### src/rtl/bank_out_merge.sv
// rtl/bank_out_merge.sv - merges the M0/M1 read-return streams into one {payload, src} tagged stream
// Optional BANK_MERGE_RR_EN selects round-robin arbitration; otherwise M0 has fixed priority.
module bank_out_merge #(
  parameter int DATA_WIDTH = 8,
  parameter int QDEPTH     = 4
) (
  input  logic                             clk,
  input  logic                             rst,
  input  logic                             valid_M0,
  input  logic [DATA_WIDTH-1:0]            data_M0,
  input  logic                             valid_M1,
  input  logic [DATA_WIDTH-1:0]            data_M1,
  input  logic                             out_ready,
  output logic                             out_valid,
  output logic [DATA_WIDTH:0]              out_data,
  output logic [$clog2(QDEPTH+1)-1:0]      cnt_M0,
  output logic [$clog2(QDEPTH+1)-1:0]      cnt_M1,
  output logic                             ovf_M0,
  output logic                             ovf_M1
);

  localparam int CW = $clog2(QDEPTH + 1);
  localparam int PW = $clog2(QDEPTH);
  localparam logic [CW-1:0] FULL = CW'(QDEPTH);

  logic [DATA_WIDTH-1:0] mem0 [QDEPTH];
  logic [DATA_WIDTH-1:0] mem1 [QDEPTH];
  logic [PW-1:0]         rd0, wr0, rd1, wr1;

  logic load;
  logic ne0, ne1, full0, full1;
  logic grant0, grant1;
  logic push0, push1, drop0, drop1;

  assign ne0   = (cnt_M0 != '0);
  assign ne1   = (cnt_M1 != '0);
  assign full0 = (cnt_M0 == FULL);
  assign full1 = (cnt_M1 == FULL);
  assign load  = !out_valid || out_ready;

`ifdef BANK_MERGE_RR_EN
  // Resets to "M1 granted last" so that M0 wins the first contention.
  logic last_m1;

  always_ff @(posedge clk or posedge rst) begin
    if (rst) begin
      last_m1 <= 1'b1;
    end else if (grant0) begin
      last_m1 <= 1'b0;
    end else if (grant1) begin
      last_m1 <= 1'b1;
    end
  end

  always_comb begin
    grant0 = 1'b0;
    grant1 = 1'b0;
    if (load) begin
      if (ne0 && ne1) begin
        grant0 = last_m1;
        grant1 = !last_m1;
      end else begin
        grant0 = ne0;
        grant1 = ne1;
      end
    end
  end
`else
  always_comb begin
    grant0 = 1'b0;
    grant1 = 1'b0;
    if (load) begin
      grant0 = ne0;
      grant1 = !ne0 && ne1;
    end
  end
`endif

  // A full queue still accepts a word on the cycle its head leaves.
  assign push0 = valid_M0 && (!full0 || grant0);
  assign push1 = valid_M1 && (!full1 || grant1);
  assign drop0 = valid_M0 && full0 && !grant0;
  assign drop1 = valid_M1 && full1 && !grant1;

  always_ff @(posedge clk) begin
    if (push0) begin
      mem0[wr0] <= data_M0;
    end
    if (push1) begin
      mem1[wr1] <= data_M1;
    end
  end

  always_ff @(posedge clk or posedge rst) begin
    if (rst) begin
      rd0    <= '0;
      wr0    <= '0;
      cnt_M0 <= '0;
      ovf_M0 <= 1'b0;
    end else begin
      if (push0) begin
        wr0 <= wr0 + 1'b1;
      end
      if (grant0) begin
        rd0 <= rd0 + 1'b1;
      end
      case ({push0, grant0})
        2'b10:   cnt_M0 <= cnt_M0 + 1'b1;
        2'b01:   cnt_M0 <= cnt_M0 - 1'b1;
        default: cnt_M0 <= cnt_M0;
      endcase
      if (drop0) begin
        ovf_M0 <= 1'b1;
      end
    end
  end

  always_ff @(posedge clk or posedge rst) begin
    if (rst) begin
      rd1    <= '0;
      wr1    <= '0;
      cnt_M1 <= '0;
      ovf_M1 <= 1'b0;
    end else begin
      if (push1) begin
        wr1 <= wr1 + 1'b1;
      end
      if (grant1) begin
        rd1 <= rd1 + 1'b1;
      end
      case ({push1, grant1})
        2'b10:   cnt_M1 <= cnt_M1 + 1'b1;
        2'b01:   cnt_M1 <= cnt_M1 - 1'b1;
        default: cnt_M1 <= cnt_M1;
      endcase
      if (drop1) begin
        ovf_M1 <= 1'b1;
      end
    end
  end

  // Payload is left as-is when the register empties; only out_valid clears.
  always_ff @(posedge clk or posedge rst) begin
    if (rst) begin
      out_valid <= 1'b0;
      out_data  <= '0;
    end else if (load) begin
      if (grant0) begin
        out_valid <= 1'b1;
        out_data  <= {mem0[rd0], 1'b0};
      end else if (grant1) begin
        out_valid <= 1'b1;
        out_data  <= {mem1[rd1], 1'b1};
      end else begin
        out_valid <= 1'b0;
      end
    end
  end

endmodule

### config.mk
export PLATFORM = sky130hd
export DESIGN_NAME = bank_out_merge
export DESIGN_NICKNAME = d
export VERILOG_FILES = /design/src/rtl/bank_out_merge.sv
export SDC_FILE = /design/constraint.sdc
export NUM_CORES = 1
export LEC_CHECK = 0
export BUFFER_PORTS_ARGS = -buffer_cell sky130_fd_sc_hd__buf_2
export CAP_MARGIN = 20
export CELL_PAD_IN_SITES_DETAIL_PLACEMENT = 0
export CELL_PAD_IN_SITES_GLOBAL_PLACEMENT = 1
export CORE_MARGIN = 2
export CORE_UTILIZATION = 30
export DETAILED_ROUTE_END_ITERATION = 16
export PLACE_DENSITY = 0.6
export SYNTH_ARGS = -nofsm -noshare
export SYNTH_HDL_FRONTEND = slang
export SYNTH_SLANG_ARGS = --single-unit
### constraint.sdc
create_clock -name clk -period 2.1 [get_ports clk]
set_input_delay 0.525 -clock clk [delete_from_list [all_inputs] [get_ports clk]]
set_output_delay 0.525 -clock clk [all_outputs]
set_load 0.03 [all_outputs]
Yosys cells after proc, flatten, opt, wreduce, memory -nomap -nowiden
Memories as Yosys holds them, arrays and structs flattened.
Cells that the tools add are included.
{"block": "totals", "ramBits": 64, "out_inout_bits": 18, "word_cells": 60, "mem_count": 2, "register_bits": 26, "inputBits": 21}
{"name": "mem0", "words": 4, "width": 8, "read_ports": 1, "rd_clocked_by_memory_dff": 0, "wr": 1, "line_no": "26", "text": "logic [DATA_WIDTH-1:0] mem0 [QDEPTH];"}
{"name": "mem1", "words": 4, "width": 8, "read_ports": 1, "rd_clocked_by_memory_dff": 0, "wr": 1, "line_no": "27", "text": "logic [DATA_WIDTH-1:0] mem1 [QDEPTH];"}
{"block": "op_classes", "muxes": 12, "reduce_logical": 22, "n_eq_ne": 6, "addsub": 8}
{"operator": "9-bit 2-to-1 mux", "count": 2}
{"operator": "3-bit case mux with 2 select lines", "count": 2}
{"operator": "2-bit by 1-bit adder with 2-bit output, second input constant", "count": 4}
{"operator": "1-bit 2-to-1 mux", "count": 8}
{"operator": "1-bit logical AND", "count": 7}
{"operator": "3-bit by 1-bit adder with 3-bit output, second input constant", "count": 2}
{"operator": "3-bit == test, second input constant", "count": 2}
{"operator": "1-bit zero test", "count": 6}
{"operator": "2-bit nonzero test", "count": 3}
{"operator": "3-bit nonzero test", "count": 2}
{"operator": "3-bit by 1-bit subtractor with 3-bit output, second input constant", "count": 2}
{"operator": "2-bit by 1-bit == test with 1-bit output, second input constant", "count": 2}
{"operator": "2-bit == test, second input constant", "count": 2}
{"operator": "1-bit logical OR", "count": 3}
{"operator": "2-bit AND reduction", "count": 1}

Longest topological paths before layout
Gate-level depths: netlist of the first run.
{"block": "depth", "ltp_word": 8, "ltp_mapped": 8, "ltp_nobuf": 7}

Worst setup path before layout of the first run
No wires, ideal clock.
{"block": "synth_timing", "path_kind": "flip-flop to flip-flop", "startpoint": "register out_valid", "endpoint": "register cnt_M0[2]", "t_arrival_ns": 1.872, "n_path_buf": 1, "path_stages_with_launch": 9, "period_less_slack_ns": 2.012, "required_ns": 1.961, "setup_time_ns": 0.139, "setup_slack_ns": 0.088, "path_cell_list": "dfrtp_1 > nor2b_1 > clkbuf_1 > nor3_1 > inv_1 > fa_1 > a21oi_1 > a22oi_1 > xnor2_1"}
{"block": "synth_via", "elab_chain_len": 7, "word_cells_on_any_way": 9, "cone_classes": "eq/ne (2); mux (2); reduce/logical (5)"}
{"item": "from (decl)", "line_no": "14", "text": "output logic out_valid,"}
{"item": "from (signal assigned)", "line_no": "145", "text": "out_valid <= 1'b0;"}
{"item": "from (signal assigned)", "line_no": "149", "text": "out_valid <= 1'b1;"}
{"item": "from (signal assigned)", "line_no": "152", "text": "out_valid <= 1'b1;"}
{"item": "1-bit zero test (*)", "line_no": "39", "text": "assign load = !out_valid || out_ready;"}
{"item": "1-bit logical OR (*)", "line_no": "39"}
{"item": "1-bit 2-to-1 mux (*)", "line_no": "72", "text": "if (load) begin"}
{"item": "1-bit logical OR", "line_no": "80", "text": "assign push0 = valid_M0 && (!full0 || grant0);"}
{"item": "1-bit logical AND", "line_no": "80"}
{"item": "2-bit by 1-bit == test with 1-bit output / 2-bit == test (equally long branches)", "line_no": "107", "text": "case ({push0, grant0})"}
{"item": "3-bit case mux with 2 select lines / 2-bit nonzero test (equally long branches)"}
{"item": "to (signal assigned)", "line_no": "108", "text": "2'b10: cnt_M0 <= cnt_M0 + 1'b1;"}
{"item": "to (signal assigned)", "line_no": "109", "text": "2'b01: cnt_M0 <= cnt_M0 - 1'b1;"}
{"item": "to (signal assigned)", "line_no": "110", "text": "default: cnt_M0 <= cnt_M0;"}
{"item": "to (decl)", "line_no": "16", "text": "output logic [$clog2(QDEPTH+1)-1:0] cnt_M0,"}
Mark *: on every way between the ends. The rest lies on a longest branch, timed or not.
A chain may end at the register's enable or synchronous reset.

Worst setup path after layout of the first run
{"block": "layout_timing", "startpoint": "register cnt_M1[0]", "endpoint": "register cnt_M1[1]"}
{"block": "layout_via", "elab_chain_len": 7, "word_cells_on_any_way": 13, "cone_classes": "add/sub (2); eq/ne (3); mux (2); reduce/logical (6)"}
{"item": "from (decl)", "line_no": "17", "text": "output logic [$clog2(QDEPTH+1)-1:0] cnt_M1,"}
{"item": "from (signal assigned)", "line_no": "132", "text": "2'b10: cnt_M1 <= cnt_M1 + 1'b1;"}
{"item": "from (signal assigned)", "line_no": "133", "text": "2'b01: cnt_M1 <= cnt_M1 - 1'b1;"}
{"item": "from (signal assigned)", "line_no": "134", "text": "default: cnt_M1 <= cnt_M1;"}
{"item": "3-bit nonzero test", "line_no": "36", "text": "assign ne1 = (cnt_M1 != '0);"}
{"item": "1-bit logical AND", "line_no": "74", "text": "grant1 = !ne0 && ne1;"}
{"item": "1-bit 2-to-1 mux", "line_no": "72"}
{"item": "1-bit logical OR", "line_no": "81", "text": "assign push1 = valid_M1 && (!full1 || grant1);"}
{"item": "1-bit logical AND", "line_no": "81"}
{"item": "2-bit by 1-bit == test with 1-bit output / 2-bit == test (equally long branches)", "line_no": "131", "text": "case ({push1, grant1})"}
{"item": "3-bit case mux with 2 select lines / 2-bit nonzero test (equally long branches)"}
Parallel ways exist; a longest one is shown, timed or not.

==> qor.csv, run 1 <==
metric;value;unit
status;complete, no violations;
register area;2570;µm²
crit path DAT;2.18;ns
Detailed Route Iter0 Violations;78;
Async SR Flop Fraction;0.289;
pwr/cell area;1420;nW/µm²
htree depth;3;
Wirelength per Cell;14.7;µm
crit path max fanout;5;
Rows;40;
Crit Path Category;reg2reg;
final slew viol count;0;
final core occ;0.381;
dominant synthesized flop cell;edfxtp_1;
Worst setup EP type;flip-flop;
Final Non-Filler Cells;457;
DR DRC count;0;
initial antenna violation count;0;
Slew HR;0.476;
layout cells sized above 1;0.332;
Post-Syn Area;3750;µm²
Worst Max-Slew Pin Slew;0.783;ns
Hold-fix buffers, CTS;0;
Clock Latency Late Sink;0.33;ns
Fillers;1168;
Detailed Place HPWL;4700;µm
setup tns final;0;ns
multi-input logic area;1100;µm²
Synth Register Bits;90;
Mean Syn Cell Area;16.9;µm²
Total GRT Usage;0.107;
Clock Skews;0.00808;ns
GRT overflow;0;
slowest CP cell;fa_1;
root buffer cell;clkbuf_16;
vias in the first global route;2074;
I/O pin count;39;
I/O Buffers;38;
CP required;2.35;ns
top cell type's share of synthesized area;0.513;
RSZ-0062 raised after global routing;false;
DRT Pass-1 Iters;4;
synth warn;0;
post-cts sizing count;0;
max_cap viols;0;
sequential area share after synthesis;0.686;
Fmax achieved;0.519;GHz
# diodes;0;
CTS tree;yes;
hold violation count in the final report;0;
via count;2028;
Worst Reg2Reg Path Length in Cells;5;
total die area;13400;µm²
Leak;1.78;nW
Initial Utilization;0.309;
Avg Vias per Cell;4.44;
Yosys cell types;40;
area grow syn2layout;23.1;%
Slowest Stage Delay on Critical Path;0.44;ns
global-route wire length before repair;10600;µm
chip height;116;µm
fin crit share;0.917;
Post-Syn Nets;253;
Mapped Cells;222;
fin nets;315;
EDFF count, synth;64;
Setup violations, final;0;
crit path launch type;flip-flop;
cell taking the most area after synthesis;edfxtp_1;
Tmin final;1.93;ns
maximum vdd drop;0.653;mV
die width;116;µm
post-CTS setup buffers;0;
post-route ant nets;0;
critical path, cell by cell;or3_1 > nand4_1 > fa_1 > a2111oi_1 > a2bb2oi_1;
CTS Sinks;90;
DP Cell Count;441;
Core Area;12100;µm²
total wire length;6700;µm
Clk pin slew, worst setup/hold paths;0.06;ns
CTS Buffer Depth;2;
Hold Path Class;in2async;
largest net degree at the start of global routing;27;
top cells by area, synth;edfxtp_1 (51%), dfrtp_1 (17%), mux4_2 (9.6%), ha_1 (2.7%), mux2i_1 (2.4%);
TritonCTS buffer count;9;
Placer Congestion;0.741;
flip-flops by register name (all words and copies together), names as in the netlist:
signal / flops
ovf_M1: 1
mem0: 32
rd0: 2
out_data: 9
wr0: 2
rd1: 2
out_valid: 1
mem1: 32
cnt_M1: 3
wr1: 2
ovf_M0: 1
cnt_M0: 3
critical path, delay by kind of cell (launching register included):
family,cells,cell delay (ns)
AOI/OAI and AO/OA,2,0.48
adders and majority gates,1,0.44
DFF,1,0.41
and+or+nand+nor,2,0.52
path summary, 6_finish.rpt:
check	slack, ns	from	endpoint
worst max-delay path	0.17	cnt_M1[0]	cnt_M1[1]
worst min-delay path	0.25	rst	ovf_M0
worst max register to register	0.17	cnt_M1[0]	cnt_M1[1]
worst min register to register	0.46	ovf_M1	ovf_M1
max in group asynchronous	1.59	rst	rd1[1]
min in group clk	0.40	data_M0[7]	mem0[1][7]
cells in the mapped netlist (2+ instances only):
master     n
and2_1     8
ha_1       8
clkbuf_1   2
nor2b_1    2
inv_1     12
buf_1      2
fa_1       2
buf_2      2
or3_1      2
mux2i_1    9
nand4_1    2
nand2_1   16
mux4_2    16
xnor2_1    9
edfxtp_1  64
o211ai_1   2
o21ai_0   12
dfrtp_1   26
a21oi_1    2
nor2_1     4
layout by cell type, fill, tap and decap left out, drive strengths merged, types with 9 or more instances in the layout:
cell,netlist,routed
o21ai,13,13
edfxtp,64,64
nand2,17,17
clkbuf,2,12
mux4,16,16
mux2i,9,9
dfrtp,26,26
buf,5,58
xnor2,9,9
inv,12,13
power by group:
| group | internal (W) | switching, W |
|---|---|---|
| clock network | 0.000960 | 0.000647 |
| logic | 0.00102 | 0.00120 |
| registers | 0.00242 | 0.000325 |
| total | 0.00439 | 0.00217 |
per-stage QoR:
step	cell area [µm²]	hold slack [ns]	worst slack (ns)	power [W]
5_1_grt	4610	0.286	0.00269	0.00695
2_1_floorplan	3750	0.534	0.0884	0.00424
3_5_place_dp	4320	0.451	0.126	0.00505
3_3_place_gp	4320	0.446	0.147	0.00503
6_report	4610	0.247	0.174	0.00657
4_1_cts	4610	0.256	0.170	0.00668
area by class of cell:
class | count | share of cell area
Clock buffer | 12 | 0.0534
Multi-Input combinational cell | 113 | 0.238
Timing Repair Buffer | 58 | 0.0846
Sequential cell | 90 | 0.557
Inverter | 12 | 0.00976
Clock inverter | 4 | 0.0114
Tap cell | 168 | 0.0456
cell families after synthesis:
family / Yosys count / share of synthesized area
buffers and inverters: 19 / 0.0207
muxes: 26 / 0.123
xor gates and xnor gates: 10 / 0.0234
AOI/OAI and AO/OA: 26 / 0.0501
adders and majority gates: 10 / 0.0374
DFF: 90 / 0.686
and+or+nand+nor: 41 / 0.0588
metal layers:
| metal | wire [µm] | track usage | up-vias |
|---|---|---|---|
| li1 | - | - | 969 |
| met4 | 109 | 0.0429 | 0 |
| met3 | 310 | 0.0335 | 11 |
| met1 | 3080 | 0.136 | 1002 |
| met2 | 3190 | 0.172 | 46 |
| met5 | 0 | 0 | - |
Power figures use the tool's default switching activity.
==> run 2: changes to the inputs <==
--- a/config.mk
+++ b/config.mk
@@ -13,6 +13,7 @@
 export CORE_UTILIZATION = 30
 export DETAILED_ROUTE_END_ITERATION = 16
 export PLACE_DENSITY = 0.6
+export REMOVE_ABC_BUFFERS = 1
 export SYNTH_ARGS = -nofsm -noshare
 export SYNTH_HDL_FRONTEND = slang
 export SYNTH_SLANG_ARGS = --single-unit
==> run 2 against run 1 <==
  * Sequential share of layout area up 0.20 points
  * Hold slack improved by 0.0086 ns
  * Global-route usage increased by 0.36 points
  * Sequential power about the same
  * Power shrank 0.72%
  * Register-to-register slack got worse by 0.05 ns
  * Maximum frequency is 2.5% lower
  * Count of clock-buffer cells in the layout down 2
  * Worst setup slack got worse by 0.049 ns
  * Cell area decreased by 0.35%
  * Clock power hardly changed
  * Critical endpoint unchanged
  * Highest routed layer unchanged
==> qor.csv, run 2 (same netlist as run 1, synthesis figures left out) <==
metric;value;unit;change
worst r2r src;cnt_M1[0];;unchanged
RR Endpoint;cnt_M1[1];;unchanged
Final Non-Filler Cells;458;;was 457
fin nets;316;;was 315
area grow syn2layout;22.7;%;was 23.1%
hold violation count in the final report;0;;unchanged
vias in the first global route;2055;;was 2074
htree depth;3;;unchanged
die width;116;µm;unchanged
post-route ant nets;0;;unchanged
total die area;13400;µm²;unchanged
Wirelength per Cell;14.7;µm;about the same
DRT Pass-1 Iters;4;;unchanged
CTS Sinks;90;;unchanged
crit path DAT;2.23;ns;was 2.18 ns
Clock Skews;0.00406;ns;was 0.00808 ns
maximum vdd drop;0.738;mV;was 0.653 mV
I/O pin count;39;;unchanged
initial antenna violation count;0;;unchanged
CTS tree;yes;;unchanged
Rows;40;;unchanged
Slowest Stage Delay on Critical Path;0.44;ns;about the same
Tmin final;1.97;ns;was 1.93 ns
slowest CP cell;or3_1;;was fa_1
DP Cell Count;442;;was 441
Cell Area, Placed;4300;µm²;was 4320 µm²
Placer Congestion;0.767;;was 0.741
global-route wire length before repair;10900;µm;was 10600 µm
Hold-fix buffers, CTS;0;;unchanged
Clk pin slew, worst setup/hold paths;0.06;ns;about the same
total power;0.00652;W;was 0.00657 W
register area;2570;µm²;unchanged
crit path launch type;flip-flop;;unchanged
Worst path top cell family by delay;simple AND/OR/NAND/NOR gates;;unchanged
DR DRC count;0;;unchanged
Leak;1.78;nW;about the same
crit path max fanout;5;;unchanged
commonest cells after routing, fill and taps aside;edfxtp_1 (64), buf_2 (38), dfrtp_1 (26);;unchanged
total wire length;6730;µm;was 6700 µm
final slew viol count;0;;unchanged
setup tns final;0;ns;unchanged
post-CTS setup buffers;0;;unchanged
Total GRT Usage;0.111;;was 0.107
Setup violations, final;0;;unchanged
Worst setup EP type;flip-flop;;unchanged
Slew HR;0.626;;was 0.476
Crit Path Category;reg2reg;;unchanged
GRT overflow;0;;unchanged
layout cells sized above 1;0.338;;was 0.332
critical path, cell by cell;or3_1 > nand4_1 > fa_1 > a2111oi_1 > a2bb2oi_1;;unchanged
post-cts sizing count;0;;unchanged
final core occ;0.380;;was 0.381
Avg Vias per Cell;4.39;;was 4.44
Initial Utilization;0.309;;unchanged
multi-input logic area;1100;µm²;unchanged
via count;2009;;was 2028
pwr/cell area;1420;nW/µm²;about the same
max_cap viols;0;;unchanged
RSZ-0062 raised after global routing;false;;unchanged
status;complete, no violations;;unchanged
TritonCTS buffer count;9;;unchanged
fin crit share;0.940;;was 0.917
Fillers;1171;;was 1168
WP buf/inv;0;;unchanged
# diodes;0;;unchanged
chip height;116;µm;unchanged
Detailed Place HPWL;4740;µm;was 4700 µm
I/O Buffers;38;;unchanged
reg2reg setup slack;0.13;ns;was 0.17 ns
most common cell after layout, fill and taps aside;edfxtp_1;;unchanged
Clock Latency Late Sink;0.33;ns;about the same
root buffer cell;clkbuf_16;;unchanged
Detailed Route Iter0 Violations;129;;was 78
Core Area;12100;µm²;unchanged
Worst Reg2Reg Path Length in Cells;5;;unchanged
Hold Path Class;in2async;;unchanged
CTS Buffer Depth;2;;unchanged
largest net degree at the start of global routing;27;;unchanged
CP required;2.36;ns;was 2.35 ns
Worst Max-Slew Pin Slew;0.561;ns;was 0.783 ns
post-route design area;4600;µm²;was 4610 µm²
biggest registers after layout;mem0: 32 flops, mem1: 32 flops, out_data: 9 flops;;unchanged
Fmax achieved;0.506;GHz;was 0.519 GHz
[run 2: changes by cell type in the layout (fill, tap and decap cells not counted), sizes merged]
cell / change
clkinvlp: +2
clkinv: -2
buf: +1
inv: +2
clkbuf: -2
[run 2: report_power, final]
group	internal, W	switching, W
Sequential	0.00241	0.000329
Combinational	0.000983	0.00119
Clock	0.000935	0.000670
Total	0.00433	0.00219
[run 2: layout make-up]
cell class,count,area share
Multi-Input combinational cell,113,0.239
Timing Repair Buffer,59,0.0811
Clock buffer,10,0.0498
Inverter,12,0.00980
Clock inverter,6,0.0155
Tap cell,168,0.0457
Sequential cell,90,0.559
[run 2: through the flow]
step	hold slack, ns	setup WS (ns)
after floorplan	0.534	0.0818
after detailed placement	0.449	0.119
final	0.255	0.125
after global placement	0.449	0.141
after CTS	0.267	0.119
after global routing	0.302	0.0281
[run 2: how the worst max path moves through the flow]
stage / start / end / slack, ns / cells past startpoint
detailed placement: out_ready / cnt_M1[2] / 0.12 / 8
CTS: cnt_M1[0] / cnt_M1[1] / 0.12 / 5
floorplan: cnt_M0[0] / cnt_M1[2] / 0.08 / 7
finish: cnt_M1[0] / cnt_M1[1] / 0.13 / 5
global route: cnt_M1[0] / cnt_M1[1] / 0.03 / 5
global placement: out_ready / cnt_M0[2] / 0.14 / 8
[run 2: per-layer routing]
metal	wire length, µm	vias to the layer above	share of wire	global-route usage
met3	345	6	0.051	0.0439
met5	0	-	0	0
met2	3280	46	0.49	0.177
li1	-	961	-	-
met4	78	0	0.012	0.0310
met1	3030	996	0.45	0.140
[run 2: worst register-to-register path: stages (launching register included)]
cell,delay [ns]
dfrtp_1,0.42
or3_1,0.44
nand4_1,0.13
fa_1,0.44
a2111oi_1,0.29
a2bb2oi_1,0.18
